[src/rtl/buzzer_tone_gen.sv]
// buzzer_tone_gen: turns the music player's note code into a square wave on
// the passive buzzer pin.
// Each note change is preceded by a silent articulation gap. Rests and
// unknown codes are silent. Code 22 (end of song) raises a one-cycle
// play_done pulse.
// Ports:
//   sys_clk, sys_rst_n : clock and asynchronous active-low reset
//   en                 : output enable; low forces silence
//   music_tone[7:0]    : note code (0 rest, 1..21 notes, 22 end, else rest)
//   beep               : buzzer drive (registered square wave)
//   note_start         : one-cycle pulse on the first audible cycle of a note
//   play_done          : one-cycle pulse on entry to END
//   busy               : high while in GAP or PLAY
module buzzer_tone_gen #(
  parameter int unsigned CLK_FREQ   = 50_000_000,
  parameter int unsigned GAP_CYCLES = 500_000
) (
  input  logic       sys_clk,
  input  logic       sys_rst_n,
  input  logic       en,
  input  logic [7:0] music_tone,
  output logic       beep,
  output logic       note_start,
  output logic       play_done,
  output logic       busy
);

  localparam int unsigned CNT_W = 20;
  localparam logic [7:0]  END_CODE = 8'd22;

  typedef enum logic [1:0] {ST_SILENT, ST_GAP, ST_PLAY, ST_END} state_e;

  // Half-period in sys_clk cycles; every branch folds to a constant.
  function automatic logic [CNT_W-1:0] half_of(input logic [7:0] code);
    case (code)
      8'd1:    half_of = CNT_W'(CLK_FREQ / (2 * 131));
      8'd2:    half_of = CNT_W'(CLK_FREQ / (2 * 147));
      8'd3:    half_of = CNT_W'(CLK_FREQ / (2 * 165));
      8'd4:    half_of = CNT_W'(CLK_FREQ / (2 * 175));
      8'd5:    half_of = CNT_W'(CLK_FREQ / (2 * 196));
      8'd6:    half_of = CNT_W'(CLK_FREQ / (2 * 220));
      8'd7:    half_of = CNT_W'(CLK_FREQ / (2 * 247));
      8'd8:    half_of = CNT_W'(CLK_FREQ / (2 * 262));
      8'd9:    half_of = CNT_W'(CLK_FREQ / (2 * 294));
      8'd10:   half_of = CNT_W'(CLK_FREQ / (2 * 330));
      8'd11:   half_of = CNT_W'(CLK_FREQ / (2 * 349));
      8'd12:   half_of = CNT_W'(CLK_FREQ / (2 * 392));
      8'd13:   half_of = CNT_W'(CLK_FREQ / (2 * 440));
      8'd14:   half_of = CNT_W'(CLK_FREQ / (2 * 494));
      8'd15:   half_of = CNT_W'(CLK_FREQ / (2 * 523));
      8'd16:   half_of = CNT_W'(CLK_FREQ / (2 * 587));
      8'd17:   half_of = CNT_W'(CLK_FREQ / (2 * 659));
      8'd18:   half_of = CNT_W'(CLK_FREQ / (2 * 698));
      8'd19:   half_of = CNT_W'(CLK_FREQ / (2 * 784));
      8'd20:   half_of = CNT_W'(CLK_FREQ / (2 * 880));
      8'd21:   half_of = CNT_W'(CLK_FREQ / (2 * 988));
      default: half_of = '0;
    endcase
  endfunction

  function automatic logic is_note(input logic [7:0] code);
    is_note = (code >= 8'd1) && (code <= 8'd21);
  endfunction

  state_e           state_q, state_d;
  logic [7:0]       tone_q, tone_d;
  logic             en_q, en_d;
  logic [CNT_W-1:0] gap_cnt_q, gap_cnt_d;
  logic [CNT_W-1:0] half_cnt_q, half_cnt_d;
  logic             beep_q, beep_d;
  logic             note_start_q, note_start_d;
  logic             play_done_q, play_done_d;
  logic             busy_q, busy_d;

  logic change_c;
  logic en_rise_c;

  assign change_c  = (music_tone != tone_q);
  assign en_rise_c = en && !en_q;

  // Next-state and output logic; the branch order sets the priority.
  always_comb begin
    state_d      = state_q;
    tone_d       = music_tone;
    en_d         = en;
    gap_cnt_d    = gap_cnt_q;
    half_cnt_d   = half_cnt_q;
    beep_d       = beep_q;
    note_start_d = 1'b0;
    play_done_d  = 1'b0;

    if (!en) begin
      state_d    = ST_SILENT;
      beep_d     = 1'b0;
      gap_cnt_d  = '0;
      half_cnt_d = '0;
    end else if (change_c || (en_rise_c && is_note(tone_q))) begin
      // New note (or re-enable on a held note): abort and restart the gap.
      beep_d     = 1'b0;
      gap_cnt_d  = '0;
      half_cnt_d = '0;
      if (is_note(music_tone)) begin
        state_d = ST_GAP;
      end else if (music_tone == END_CODE) begin
        state_d     = ST_END;
        play_done_d = 1'b1;
      end else begin
        state_d = ST_SILENT;
      end
    end else begin
      case (state_q)
        ST_GAP: begin
          beep_d = 1'b0;
          if (gap_cnt_q == CNT_W'(GAP_CYCLES - 1)) begin
            state_d      = ST_PLAY;
            gap_cnt_d    = '0;
            half_cnt_d   = '0;
            note_start_d = 1'b1;
          end else begin
            gap_cnt_d = gap_cnt_q + CNT_W'(1);
          end
        end
        ST_PLAY: begin
          if (half_cnt_q == half_of(tone_q) - CNT_W'(1)) begin
            half_cnt_d = '0;
            beep_d     = !beep_q;
          end else begin
            half_cnt_d = half_cnt_q + CNT_W'(1);
          end
        end
        default: begin
          beep_d     = 1'b0;
          gap_cnt_d  = '0;
          half_cnt_d = '0;
        end
      endcase
    end

    busy_d = (state_d == ST_GAP) || (state_d == ST_PLAY);
  end

  // State and output registers.
  always_ff @(posedge sys_clk or negedge sys_rst_n) begin
    if (!sys_rst_n) begin
      state_q      <= ST_SILENT;
      tone_q       <= '0;
      en_q         <= 1'b0;
      gap_cnt_q    <= '0;
      half_cnt_q   <= '0;
      beep_q       <= 1'b0;
      note_start_q <= 1'b0;
      play_done_q  <= 1'b0;
      busy_q       <= 1'b0;
    end else begin
      state_q      <= state_d;
      tone_q       <= tone_d;
      en_q         <= en_d;
      gap_cnt_q    <= gap_cnt_d;
      half_cnt_q   <= half_cnt_d;
      beep_q       <= beep_d;
      note_start_q <= note_start_d;
      play_done_q  <= play_done_d;
      busy_q       <= busy_d;
    end
  end

  assign beep       = beep_q;
  assign note_start = note_start_q;
  assign play_done  = play_done_q;
  assign busy       = busy_q;

endmodule
[config.mk]
export PLATFORM = sky130hd
export DESIGN_NAME = buzzer_tone_gen
export DESIGN_NICKNAME = d
export VERILOG_FILES = /design/src/rtl/buzzer_tone_gen.sv
export SDC_FILE = /design/constraint.sdc
export NUM_CORES = 1
export LEC_CHECK = 0
export BUFFER_PORTS_ARGS = -buffer_cell sky130_fd_sc_hd__buf_2
export CORE_MARGIN = 3
export CORE_UTILIZATION = 45
export DETAILED_ROUTE_END_ITERATION = 16
export GPL_TIMING_DRIVEN = 1
export PLACE_DENSITY = 0.65
export SLEW_MARGIN = 20
export SYNTH_ARGS = -nofsm -noshare
export SYNTH_HDL_FRONTEND = slang
export SYNTH_SLANG_ARGS = --single-unit
[constraint.sdc]
create_clock -name sys_clk -period 4.83 [get_ports sys_clk]
set_clock_uncertainty 0.05 [all_clocks]
set_input_delay 0.483 -clock sys_clk [delete_from_list [all_inputs] [get_ports sys_clk]]
set_output_delay 0.483 -clock sys_clk [all_outputs]
set_load 0.02 [all_outputs]
[Word-level counts from Yosys, hierarchy flattened]
Memories as Yosys holds them, arrays and structs flattened.
Cells that the tools add are included.
Storage, ports and cells
  register bits: 55
  bits in latches: 0
  memory bits (writable): 0
  bits in read-only memories: 576
  output and inout port bits: 4
  word-level logic and storage cells: 68
  memories: 1
Operators by class
  $add $sub $neg: 3
  $mul: 0
  div/mod/pow operators: 0
  order comparisons: 4
  equality and inequality tests: 11
  shift operators: 0
  mux-type cells: 31
  bitwise operators: 0
  reduce and logical (&&, ||, !) cells: 9
Memories
  (no name shown): depth 32, bits a word 18, read ports 1, clocked after memory_dff 0, write ports 0, line 35  | case (code)
Operators with widths (number)
  $mux W20: 11
  $pmux W20 S2: 2
  $add A20 B1 Y20 const B: 2
  $eq A20 B19 Y1 const B: 1
  $eq A20 B20 Y1: 1
  $sub A20 B1 Y20 const B: 1
  $ge A8 B1 Y1 const B: 2
  $le A8 B5 Y1 const B: 2
  $mux W1: 12
  $mux W2: 6
  $eq A8 B5 Y1 const B: 1
  $ne A4 B4 Y1 const B: 2
  $ne A8 B8 Y1: 1
  $eq A2 B1 Y1 const B: 2
  $eq A2 B2 Y1 const B: 2
  $logic_and A1 B1 Y1: 4
  $logic_not A3 Y1: 1
  $ne A3 B3 Y1 const B: 1
  $logic_not A1 Y1: 2
  $logic_or A1 B1 Y1: 2

[Depth between registers and ports, before layout]
Gate-level depths: netlist of the first run.
  depth in word-level cells: 12
  depth in mapped cells: 19
  depth with buffers taken out: 16

[Worst setup path after synthesis of the first run]
No wires, ideal clock.
  kind: register to register
  start: register tone_q[1]
  end: register half_cnt_q[10]
  library setup time: 0.137 ns
  arrival: 3.977 ns
  slack: 0.666 ns
  stages on the path, launching flop included: 19
  path buffers: 3
  clock period less this slack: 4.164 ns
  path through: dfrtp_1 > buf_2 > inv_1 > ha_1 > nor2b_1 > o31ai_1 > nand3_1 > ha_1 > clkbuf_1 > and2_1 > a41oi_1 > nor4_1 > o2bb2ai_1 > nand3_1 > nand3_1 > or4_4 > o21ai_1 > buf_2 > a21oi_1
Between the ends
  cells in the longest elaborated chain, start to end: 11
  elaborated cells between the ends (all ways): 18
  classes of those cells: add/sub: 1; order compare: 2; eq/ne: 3; mux: 8; reduce/logical: 3; memory: 1
Ends and longest elaborated chain
  from (decl): line 66  | logic [7:0] tone_q, tone_d;
  from (signal assigned): line 156  | tone_q <= tone_d;
  $mem_v2 Z32 W18
  $mux W20: line 35
  $mux W20: line 111  | case (state_q)
  $mux W20: line 97  | end else if (change_c || (en_rise_c && is_note(tone_q))) begin
  $mux W20: line 92  | if (!en) begin
  $sub A20 B1 Y20: line 124  | if (half_cnt_q == half_of(tone_q) - CNT_W'(1)) begin
  $eq A20 B20 Y1: line 124
  $mux W20: line 124
  $pmux W20 S2: line 111
  $mux W20: line 97
  $mux W20: line 92
  to (signal assigned): line 159  | half_cnt_q <= half_cnt_d;
  to (decl): line 69  | logic [CNT_W-1:0] half_cnt_q, half_cnt_d;
Several ways; a longest one is shown, not always the timed one. The select of a mux whose other input is x is not followed.
A chain may end at the register's enable or synchronous reset.

[Worst setup path after layout of the first run]
  start: register tone_q[0]
  end: register half_cnt_q[8]
The elaborated chain is that of the path after synthesis.

==> results of run 1 <==
metal layers:
metal | up-vias | global-route usage | wire length (um)
li1 | 2025 | - | -
met1 | 2044 | 0.298 | 5600
met2 | 117 | 0.352 | 5580
met3 | 16 | 0.0298 | 456
met4 | 0 | 0.0611 | 179
met5 | - | 0 | 0
synthesized netlist by cell type, types with 2 or more instances:
cell type   n
o41ai_1     6
a41oi_1     2
o211ai_1    8
mux2i_1     4
a31oi_1     5
o31a_1      3
o21ai_0    32
ha_1       11
xnor2_1    34
nor3_1     16
nand3_1    29
o21a_1      2
and2b_1     2
buf_6       5
mux2_2      2
nand2_1    45
dfrtp_1    55
a21oi_1    38
a211oi_2    3
nor4b_1     6
a22oi_1     2
or2_2       5
and3_1     17
o32ai_1     2
nand2b_1   13
xor2_1     14
inv_1      17
nor2b_1     5
buf_4       3
o22ai_1     4
buf_2       5
o21ai_1     2
or3_1       6
and2_1      4
o2111ai_1   3
or4_1       5
clkbuf_1   22
o31ai_1    15
nor2_1     26
or2b_1      2
nand4_1     9
nor4_1     11
a21o_1     10
a211oi_1    3
o311ai_0    2
power groups by stage:
stage	Clock, mW	Sequential [mW]	Combinational, mW
3_3_place_gp	0	0.480	0.190
3_5_place_dp	0	0.480	0.191
5_1_grt	0.342	0.472	0.215
2_1_floorplan	0	0.478	0.144
4_1_cts	0.325	0.471	0.192
6_report	0.313	0.471	0.194
cells in the final DEF (no fill, tap or decap), types with 9 or more instances in the layout:
| master | instances |
|---|---|
| a21o_1 | 10 |
| a21oi_1 | 38 |
| and3_1 | 17 |
| buf_2 | 14 |
| buf_4 | 14 |
| dfrtp_1 | 55 |
| ha_1 | 11 |
| inv_1 | 17 |
| nand2_1 | 45 |
| nand2b_1 | 13 |
| nand3_1 | 29 |
| nand4_1 | 9 |
| nor2_1 | 26 |
| nor3_1 | 15 |
| nor4_1 | 11 |
| o21ai_0 | 32 |
| o31ai_1 | 15 |
| xnor2_1 | 34 |
| xor2_1 | 14 |
sequential cells by signal, indices dropped and copies added, names as in the netlist:
signal,count
half_cnt_q,20
state_q,2
tone_q,8
busy,1
note_start,1
gap_cnt_q,20
en_q,1
play_done,1
beep,1
cell type report:
| cell class | count | area [um^2] |
|---|---|---|
| clock buffer | 6 | 72.6 |
| clock inverter | 2 | 38.8 |
| fill | 984 | 4980 |
| inverter | 19 | 71.3 |
| multi-input combinational | 439 | 2900 |
| sequential | 55 | 1380 |
| tap | 133 | 166 |
| timing repair buffer | 28 | 175 |
per-stage QoR:
stage / instances / utilization / total power [mW] / worst slack [ns]
floorplan: 550 / - / 0.622 / 0.666
global placement: 674 / 0.480 / 0.670 / 0.676
detailed placement: 674 / 0.480 / 0.670 / 0.521
CTS: 682 / 0.491 / 0.987 / 0.506
global route: 682 / 0.491 / 1.03 / 0.122
finish: 682 / 0.491 / 0.978 / 0.408
path summary, 6_finish.rpt:
| path | start | endpoint | slack [ns] | depth (start not counted) |
|---|---|---|---|---|
| worst max-delay path | tone_q[0] | half_cnt_q[8] | 0.41 | 16 |
| worst min-delay path | sys_rst_n | tone_q[3] | 0.25 | 2 |
| worst max register to register | tone_q[0] | half_cnt_q[8] | 0.41 | 16 |
| worst min register to register | gap_cnt_q[19] | gap_cnt_q[19] | 0.42 | 1 |
| max in group asynchronous | sys_rst_n | half_cnt_q[17] | 3.99 | 2 |
| min in group sys_clk | music_tone[7] | tone_q[7] | 0.25 | 1 |
logic make-up after synthesis:
family / synth area share
AND/OR/NAND/NOR: 0.265
AO/OA/AOI/OAI: 0.234
buffers and inverters: 0.0610
flip-flops: 0.304
XOR/XNOR: 0.0927
adder cells (fa/ha/maj): 0.0304
multiplexers: 0.0138
==> results.py, run 1 <==
metrics = {
    "critical_path": {
        "crit_required_ns": 4.95,
        "path_buf_inv": 2,
        "crit_type": "flip-flop to flip-flop",
        "cpPeakStageDelay_ns": 0.52,
        "path_delay_family": "simple AND/OR/NAND/NOR gates",
        "cp_max_fo": 20,
        "end_kind": "flip-flop",
        "path_cells": "inv_1 > ha_1 > nor2b_1 > o31ai_1 > nand3_1 > ha_1 > and2_1 > a41oi_1 > nor4_1 > o2bb2ai_1 > nand3_1 > nand3_1 > or4_4 > o21ai_1 > buf_4 > a21oi_1",
        "cp_slowest_cell": "a41oi_1",
        "critPathMostFrequentCell": "nand3_1",
        "arrival_ns": 4.54,
        "start_kind": "flip-flop",
    },
    "power_and_ir_drop": {
        "p_sw_frac": 0.291,
        "power.clock.fraction": 0.320,
        "combPwrFrac": 0.198,
        "power.leakage_nw": 1.84,
        "pwr-share-seq": 0.482,
        "p_int_uw": 694,
        "ir_worst_vdd_uv": 126,
        "switching_power_uw": 284,
        "power.density_nw_per_um2": 204,
    },
    "global_route": {
        "grt_pass1_wl_mm": 20.1,
        "antenna_found_initial": 0,
        "grtUsageTotal": 0.215,
        "grt_max_degree": 56,
        "overflow": 0,
        "grt_pass1_vias": 4089,
    },
    "logic_synthesis": {
        "synth_top_cell_area_share": 0.304,
        "synth.avg_cell_area_um2": 8.24,
        "synth_edf_count": 0,
        "synth_top_cell_by_area": "dfrtp_1",
        "yosysWarnings": 0,
        "ys_types": 80,
        "synth_nets": 572,
        "postSynth.asyncResetShare": 1.00,
        "ys_ff_latch": 55,
        "synth_cells": 550,
        "yosys-top-cells-area": "dfrtp_1 30%, xnor2_1 6.6%, a21oi_1 4.2%",
        "syn_area_um2": 4530,
        "synth_ff_type": "dfrtp_1",
        "ys_seq_area_frac": 0.304,
    },
    "die": {
        "die_y_um": 106,
        "ios": 15,
        "start_util": 0.464,
        "dieArea_um2": 11300,
        "row_count": 36,
        "coreArea_um2": 9770,
        "die_w_um": 106,
    },
    "drt": {
        "drtPass1Iterations": 5,
        "routed_wl_mm": 11.8,
        "vias_per_cell": 6.16,
        "vias": 4202,
        "drc": 0,
        "wl_per_cell_um": 17.3,
        "drt_iter0_drc": 307,
        "antenna_left": 0,
    },
    "clock_tree": {
        "post-cts-setup-buffer-count": 0,
        "cts_tree": "built",
        "clock-sinks": 55,
        "insertion_delay_ns": 0.31,
        "clk_pin_slew_worst_paths_ns": 0.10,
        "cts_resized": 0,
        "hold_buffers": 0,
        "ctsHtreeMaxLevel": 2,
        "root_buffer": "clkbuf_8",
        "cts_made_buffers": 5,
        "cts_buffer_depth": 2,
    },
    "flow_run": {
        "max-cap-violations": 0,
    },
    "outcome": {
        "status": "completed",
    },
    "finish": {
        "area_delta_synth_final_pct": 5.82,
        "fin_area_um2": 4800,
        "nets": 570,
        "diodes": 0,
        "drive_gt1_frac": 0.107,
    },
    "sta": {
        "max_freq_mhz": 226,
        "fin_setup_tns_ns": 0,
        "fin_hold_ws_ns": 0.247,
        "finalHoldViolCount": 0,
        "setup_viol": 0,
        "min_period_ns": 4.42,
        "rsz0062_at_grt": "false",
        "relSlewSlack": 0.514,
        "min_period_over_period": 0.916,
        "drv_slew": 0,
        "worstMarginPinSlew_ns": 0.728,
    },
    "placement": {
        "port_buffers": 14,
        "dpl-instance-area_um2": 4690,
        "dpl.hpwl_mm": 8.72,
        "place.gp.congestion": 0.950,
    },
    "hold_path": {
        "min_path_type": "input port to async pin",
    },
}
(Power assumes the default switching activity.)
==> inputs of run 2 (changes only) <==
- ABC_AREA: not set -> 1
==> run 2 against run 1 <==
  * Hold slack worse by 0.022 ns
  * Critical endpoint is now half_cnt_q[13]
  * Clock-buffer cell count fell by 1
  * Core utilization fell by 0.47 points
  * Clock power shrank 18%
  * Synthesized cell count rose by 30%
==> results.py, run 2 <==
metrics = {
    "placement": {
        "dpl.hpwl_mm": 9.40,
        "place.gp.congestion": 0.984,
        "port_buffers": 14,
    },
    "drt": {
        "vias": 4506,
        "vias_per_cell": 5.27,
        "drt_iter0_drc": 312,
        "drc": 0,
        "drtPass1Iterations": 5,
        "wl_per_cell_um": 14.0,
        "antenna_left": 0,
        "routed_wl_mm": 12.0,
    },
    "finish": {
        "utilization": 0.486,
        "diodes": 0,
        "reg_top3": "gap_cnt_q (20), half_cnt_q (20), tone_q (8)",
        "layout_commonest_cell": "nand2_1",
        "nets": 743,
        "drive_gt1_frac": 0.0817,
        "final_cell_mix": "222 x nand2_1, 91 x inv_1, 79 x nand3_1",
        "area_delta_synth_final_pct": 4.55,
    },
    "logic_synthesis": {
        "ys_ff_latch": 55,
        "yosys-top-cells-area": "dfrtp_1 30%, nand2_1 18%, nand3_1 8.7%",
        "synth_edf_count": 0,
        "synth_ff_type": "dfrtp_1",
        "synth_nets": 738,
        "ys_types": 37,
        "yosysMostFrequentCell": "nand2_1",
        "syn_area_um2": 4570,
        "synth.avg_cell_area_um2": 6.38,
        "synthTopCellsByCount": "222 x nand2_1, 91 x inv_1, 79 x nand3_1",
        "synth_top_cell_area_share": 0.301,
        "synth_cells": 716,
        "yosysWarnings": 0,
        "ys_seq_area_frac": 0.301,
        "synth_top_cell_by_area": "dfrtp_1",
        "postSynth.asyncResetShare": 1.00,
    },
    "critical_path": {
        "cp_slowest_cell": "dfrtp_1",
        "cpPeakStageDelay_ns": 0.61,
        "cp_max_fo": 20,
        "critPathMostFrequentCell": "nand3_1",
        "crit_required_ns": 4.96,
        "crit_type": "flip-flop to flip-flop",
        "path_delay_family": "simple AND/OR/NAND/NOR gates",
        "start_kind": "flip-flop",
        "path_cells": "inv_1 > ha_1 > nand2_1 > nand3_1 > nand2_1 > nand3_1 > ha_1 > nand3_1 > nor2_2 > nand2_2 > nor2_4 > xor2_1 > nand3_1 > nor2_2 > nand4_1 > nand2_2 > a21oi_1",
        "path_buf_inv": 1,
        "arrival_ns": 3.90,
        "end_kind": "flip-flop",
    },
    "clock_tree": {
        "cts_resized": 0,
        "root_buffer": "clkbuf_8",
        "ctsHtreeMaxLevel": 2,
        "cts_made_buffers": 5,
        "cts_tree": "built",
        "insertion_delay_ns": 0.32,
        "clk_pin_slew_worst_paths_ns": 0.11,
        "clock-sinks": 55,
        "cts_buffer_depth": 2,
        "hold_buffers": 0,
        "post-cts-setup-buffer-count": 0,
    },
    "die": {
        "start_util": 0.465,
        "die_y_um": 107,
        "die_w_um": 107,
        "ios": 15,
        "row_count": 36,
        "coreArea_um2": 9820,
        "dieArea_um2": 11400,
    },
    "global_route": {
        "grtUsageTotal": 0.223,
        "overflow": 0,
        "grt_pass1_vias": 4348,
        "grt_pass1_wl_mm": 20.4,
        "grt_max_degree": 56,
        "antenna_found_initial": 0,
    },
    "sta": {
        "fin_setup_tns_ns": 0,
        "setup_viol": 0,
        "max_freq_mhz": 265,
        "min_period_ns": 3.77,
        "worstMarginPinSlew_ns": 0.750,
        "min_period_over_period": 0.781,
        "rsz0062_at_grt": "false",
        "relSlewSlack": 0.500,
        "finalHoldViolCount": 0,
        "drv_slew": 0,
    },
    "hold_path": {
        "min_path_type": "input port to async pin",
    },
    "flow_run": {
        "max-cap-violations": 0,
    },
    "power_and_ir_drop": {
        "ir_worst_vdd_uv": 133,
        "power.total_uw": 925,
        "power.density_nw_per_um2": 194,
        "power.leakage_nw": 2.35,
    },
    "outcome": {
        "status": "completed",
    },
}
[run 2: changes by cell type in the layout (fill, tap and decap cells not counted), moves of 15 or more]
cell,change
xnor2_1,-33
o31ai_1,-15
and3_1,-17
o21ai_0,-17
nand2_1,+177
inv_1,+74
nand3_1,+50
nor2_1,+40
[run 2: cell type report]
type | instances | area [um^2]
clock buffers | 5 | 68.8
clock inverters | 3 | 18.8
fillers | 1058 | 5040
inverters | 97 | 364
multi-input cells | 547 | 2700
flip-flops and latches | 55 | 1380
well taps | 133 | 166
repair buffers | 15 | 77.6
[run 2: worst paths after layout]
path	slack, ns	cells past startpoint	start	endpoint
hold reg to reg	0.49	1	gap_cnt_q[0]	gap_cnt_q[0]
hold / removal	0.23	2	sys_rst_n	tone_q[2]
setup reg to reg	1.06	17	tone_q[0]	half_cnt_q[13]
min in group sys_clk	0.25	1	music_tone[7]	tone_q[7]
max in group asynchronous	3.99	2	sys_rst_n	gap_cnt_q[13]
setup / recovery	1.06	17	tone_q[0]	half_cnt_q[13]
[run 2: worst register-to-register path: stages, from the launching register on]
cell,delay [ns]
dfrtp_1,0.61
inv_1,0.25
ha_1,0.35
nand2_1,0.16
nand3_1,0.14
nand2_1,0.08
nand3_1,0.18
ha_1,0.26
nand3_1,0.16
nor2_2,0.16
nand2_2,0.09
nor2_4,0.14
xor2_1,0.16
nand3_1,0.10
nor2_2,0.13
nand4_1,0.13
nand2_2,0.35
a21oi_1,0.13
[run 2: metrics by stage]
stage	hold slack [ns]	cell area, um^2	setup WS, ns	instances
6_report	0.225	4770	1.06	855
3_5_place_dp	0.480	4690	1.14	847
4_1_cts	0.233	4770	1.09	855
5_1_grt	0.234	4770	0.701	855
3_3_place_gp	0.463	4690	1.23	847
2_1_floorplan	0.137	4570	1.82	716
[run 2: logic make-up (layout without fill, tap and decap cells)]
logic type / count (synthesis) / in the layout / synth area share
and+or+nand+nor: 437 / 437 / 0.425
DFF: 55 / 55 / 0.301
buffers and inverters: 114 / 120 / 0.107
AOI/OAI and AO/OA: 77 / 77 / 0.0918
adders and majority gates: 11 / 11 / 0.0301
xor gates and xnor gates: 22 / 22 / 0.0452
[run 2: layer usage]
metal	vias up	routed length [um]	track usage
met1	2049	5590	0.292
met5	-	0	0
met3	29	481	0.0289
met4	0	483	0.106
met2	120	5410	0.365
li1	2308	-	-
[run 2: power by group]
group / internal (mW) / total (mW) / switching, mW / leakage, nW
Sequential: 0.464 / 0.477 / 0.0130 / 0.747
Clock: 0.102 / 0.256 / 0.153 / 0.0483
Combinational: 0.0602 / 0.192 / 0.132 / 1.56
==> inputs of run 3 (changes only) <==
- clock period: 4.83 -> 3.85 ns (I/O delays scaled with it)
==> run 3 against run 2 <==
  * Clock power is 57% higher
  * Sequential power grew 23%
  * Sequential share of layout area fell by 0.54 points
  * Critical path depth unchanged
  * Design area increased by 1.9%
  * Flip-flop and latch count unchanged
  * Core utilization is 0.93 points higher
  * Hold slack got worse by 0.21 ns
  * Combinational power up 35%
  * Global-route usage rose by 0.74 points
  * First-iteration DRC count fell by 15%
  * Critical endpoint unchanged
==> results.py, run 3 (synthesis results as in run 2) <==
metrics = {
    "outcome": {
        "status": "completed",
    },
    "power_and_ir_drop": {
        "power.total_mw": 1.25,
        "p_int_uw": 861,
        "power.density_nw_per_um2": 257,
        "switching_power_uw": 391,
        "power.clock.fraction": 0.322,
        "ir_worst_vdd_uv": 228,
        "p_sw_frac": 0.312,
        "power.leakage_nw": 2.40,
        "pwr-share-seq": 0.471,
        "combPwrFrac": 0.208,
    },
    "finish": {
        "multiInputGateArea_um2": 2700,
        "diodes": 0,
        "reg_top3": "gap_cnt_q (20), half_cnt_q (20), tone_q (8)",
        "nets": 752,
        "area_delta_synth_final_pct": 6.55,
        "drive_gt1_frac": 0.0917,
        "layout_commonest_cell": "nand2_1",
        "final_cell_mix": "222 x nand2_1, 91 x inv_1, 79 x nand3_1",
        "nFillCells": 1055,
        "seq_area_um2": 1380,
    },
    "sta": {
        "min_period_ns": 3.37,
        "min_period_over_period": 0.874,
        "relSlewSlack": 0.591,
        "rsz0062_at_grt": "false",
        "drv_slew": 0,
        "worstMarginPinSlew_ns": 0.613,
        "finalWorstSetupSlack_ns": 0.484,
        "finalHoldViolCount": 0,
        "max_freq_mhz": 297,
        "setup_viol": 0,
        "fin_setup_tns_ns": 0,
        "fin_hold_ws_ns": 0.0172,
    },
    "clock_tree": {
        "insertion_delay_ns": 0.33,
        "cts_made_buffers": 5,
        "post-cts-setup-buffer-count": 0,
        "clk_pin_slew_worst_paths_ns": 0.11,
        "clock-sinks": 55,
        "cts_tree": "built",
        "root_buffer": "clkbuf_8",
        "ctsHtreeMaxLevel": 2,
        "cts_buffer_depth": 2,
        "cts_resized": 0,
        "hold_buffers": 0,
    },
    "critical_path": {
        "cp_max_fo": 20,
        "end_kind": "flip-flop",
        "crit_required_ns": 3.98,
        "start_kind": "flip-flop",
        "arrival_ns": 3.50,
        "crit_type": "flip-flop to flip-flop",
    },
    "drt": {
        "vias_per_cell": 5.38,
        "routed_wl_mm": 12.4,
        "vias": 4650,
        "drc": 0,
        "drt_iter0_drc": 266,
        "drtPass1Iterations": 5,
        "antenna_left": 0,
        "wl_per_cell_um": 14.3,
    },
    "die": {
        "start_util": 0.465,
        "row_count": 36,
        "die_w_um": 107,
        "ios": 15,
        "coreArea_um2": 9820,
        "die_y_um": 107,
        "dieArea_um2": 11400,
    },
    "global_route": {
        "grt_pass1_wl_mm": 21.2,
        "grtUsageTotal": 0.230,
        "antenna_found_initial": 0,
        "grt_pass1_vias": 4481,
        "grt_max_degree": 31,
        "overflow": 0,
    },
    "flow_run": {
        "max-cap-violations": 0,
    },
    "placement": {
        "port_buffers": 14,
        "place_ws_ns": 0.564,
        "dpl.hpwl_mm": 9.74,
        "place.gp.congestion": 0.946,
    },
    "hold_path": {
        "min_path_type": "input port to async pin",
    },
}
==> run 3: cell types whose count changed in the layout (fill, tap and decap cells not counted) <==
cell / before / now
buf_4: 1 / 10
bufinv_16: 0 / 1
clkbuf_1: 0 / 1
clkinv_2: 2 / 0
==> run 3: critical path, stage by stage, from the launching register on <==
cell     delay (ns)
dfrtp_1        0.37
inv_1          0.14
ha_1           0.34
nand2_1        0.13
nand3_1        0.13
nand2_1        0.07
nand3_1        0.17
ha_1           0.27
nand3_1        0.16
nor2_2         0.16
nand2_2        0.09
nor2_4         0.15
xor2_1         0.16
nand3_1        0.10
nor2_2         0.13
nand4_1        0.13
nand2_2        0.35
a21oi_1        0.12
==> run 3: final cells by class <==
| class | count | area share |
|---|---|---|
| multi-input cells | 547 | 0.555 |
| flip-flops and latches | 55 | 0.283 |
| inverters | 97 | 0.0748 |
| well taps | 133 | 0.0342 |
| repair buffers | 24 | 0.0298 |
| clock buffers | 6 | 0.0149 |
| clock inverters | 2 | 0.00797 |
==> run 3: power by group through the flow <==
stage | sequential (mW) | clock (mW) | combinational (mW)
after global routing | 0.590 | 0.433 | 0.297
final | 0.589 | 0.402 | 0.260
after CTS | 0.589 | 0.411 | 0.259
after floorplan | 0.599 | 0 | 0.188
after global placement | 0.600 | 0 | 0.259
after detailed placement | 0.600 | 0 | 0.258
==> run 3: layer usage <==
metal  routed length (um)  GRT usage  share of wire  up-vias
met3                  713     0.0283          0.058       34
li1                     -          -              -     2335
met4                  425     0.0950          0.034        0
met1                 5500      0.306           0.44     2114
met5                    0          0              0        -
met2                 5740      0.379           0.46      167
==> run 3: path summary, 6_finish.rpt <==
kind | from | end | slack [ns] | cells after the start
max in group asynchronous | sys_rst_n | half_cnt_q[3] | 2.90 | 2
max | tone_q[1] | half_cnt_q[13] | 0.48 | 17
min in group sys_clk | music_tone[7] | tone_q[7] | 0.14 | 1
min reg2reg | gap_cnt_q[0] | gap_cnt_q[0] | 0.49 | 1
max reg2reg | tone_q[1] | half_cnt_q[13] | 0.48 | 17
min | sys_rst_n | half_cnt_q[8] | 0.02 | 1
==> run 3: per-stage QoR <==
step | instance area, um^2 | utilization | cells
6_report | 4870 | 0.496 | 864
5_1_grt | 4870 | 0.496 | 864
4_1_cts | 4870 | 0.496 | 864
3_5_place_dp | 4750 | 0.484 | 856
3_3_place_gp | 4750 | 0.484 | 856
2_1_floorplan | 4570 | - | 716
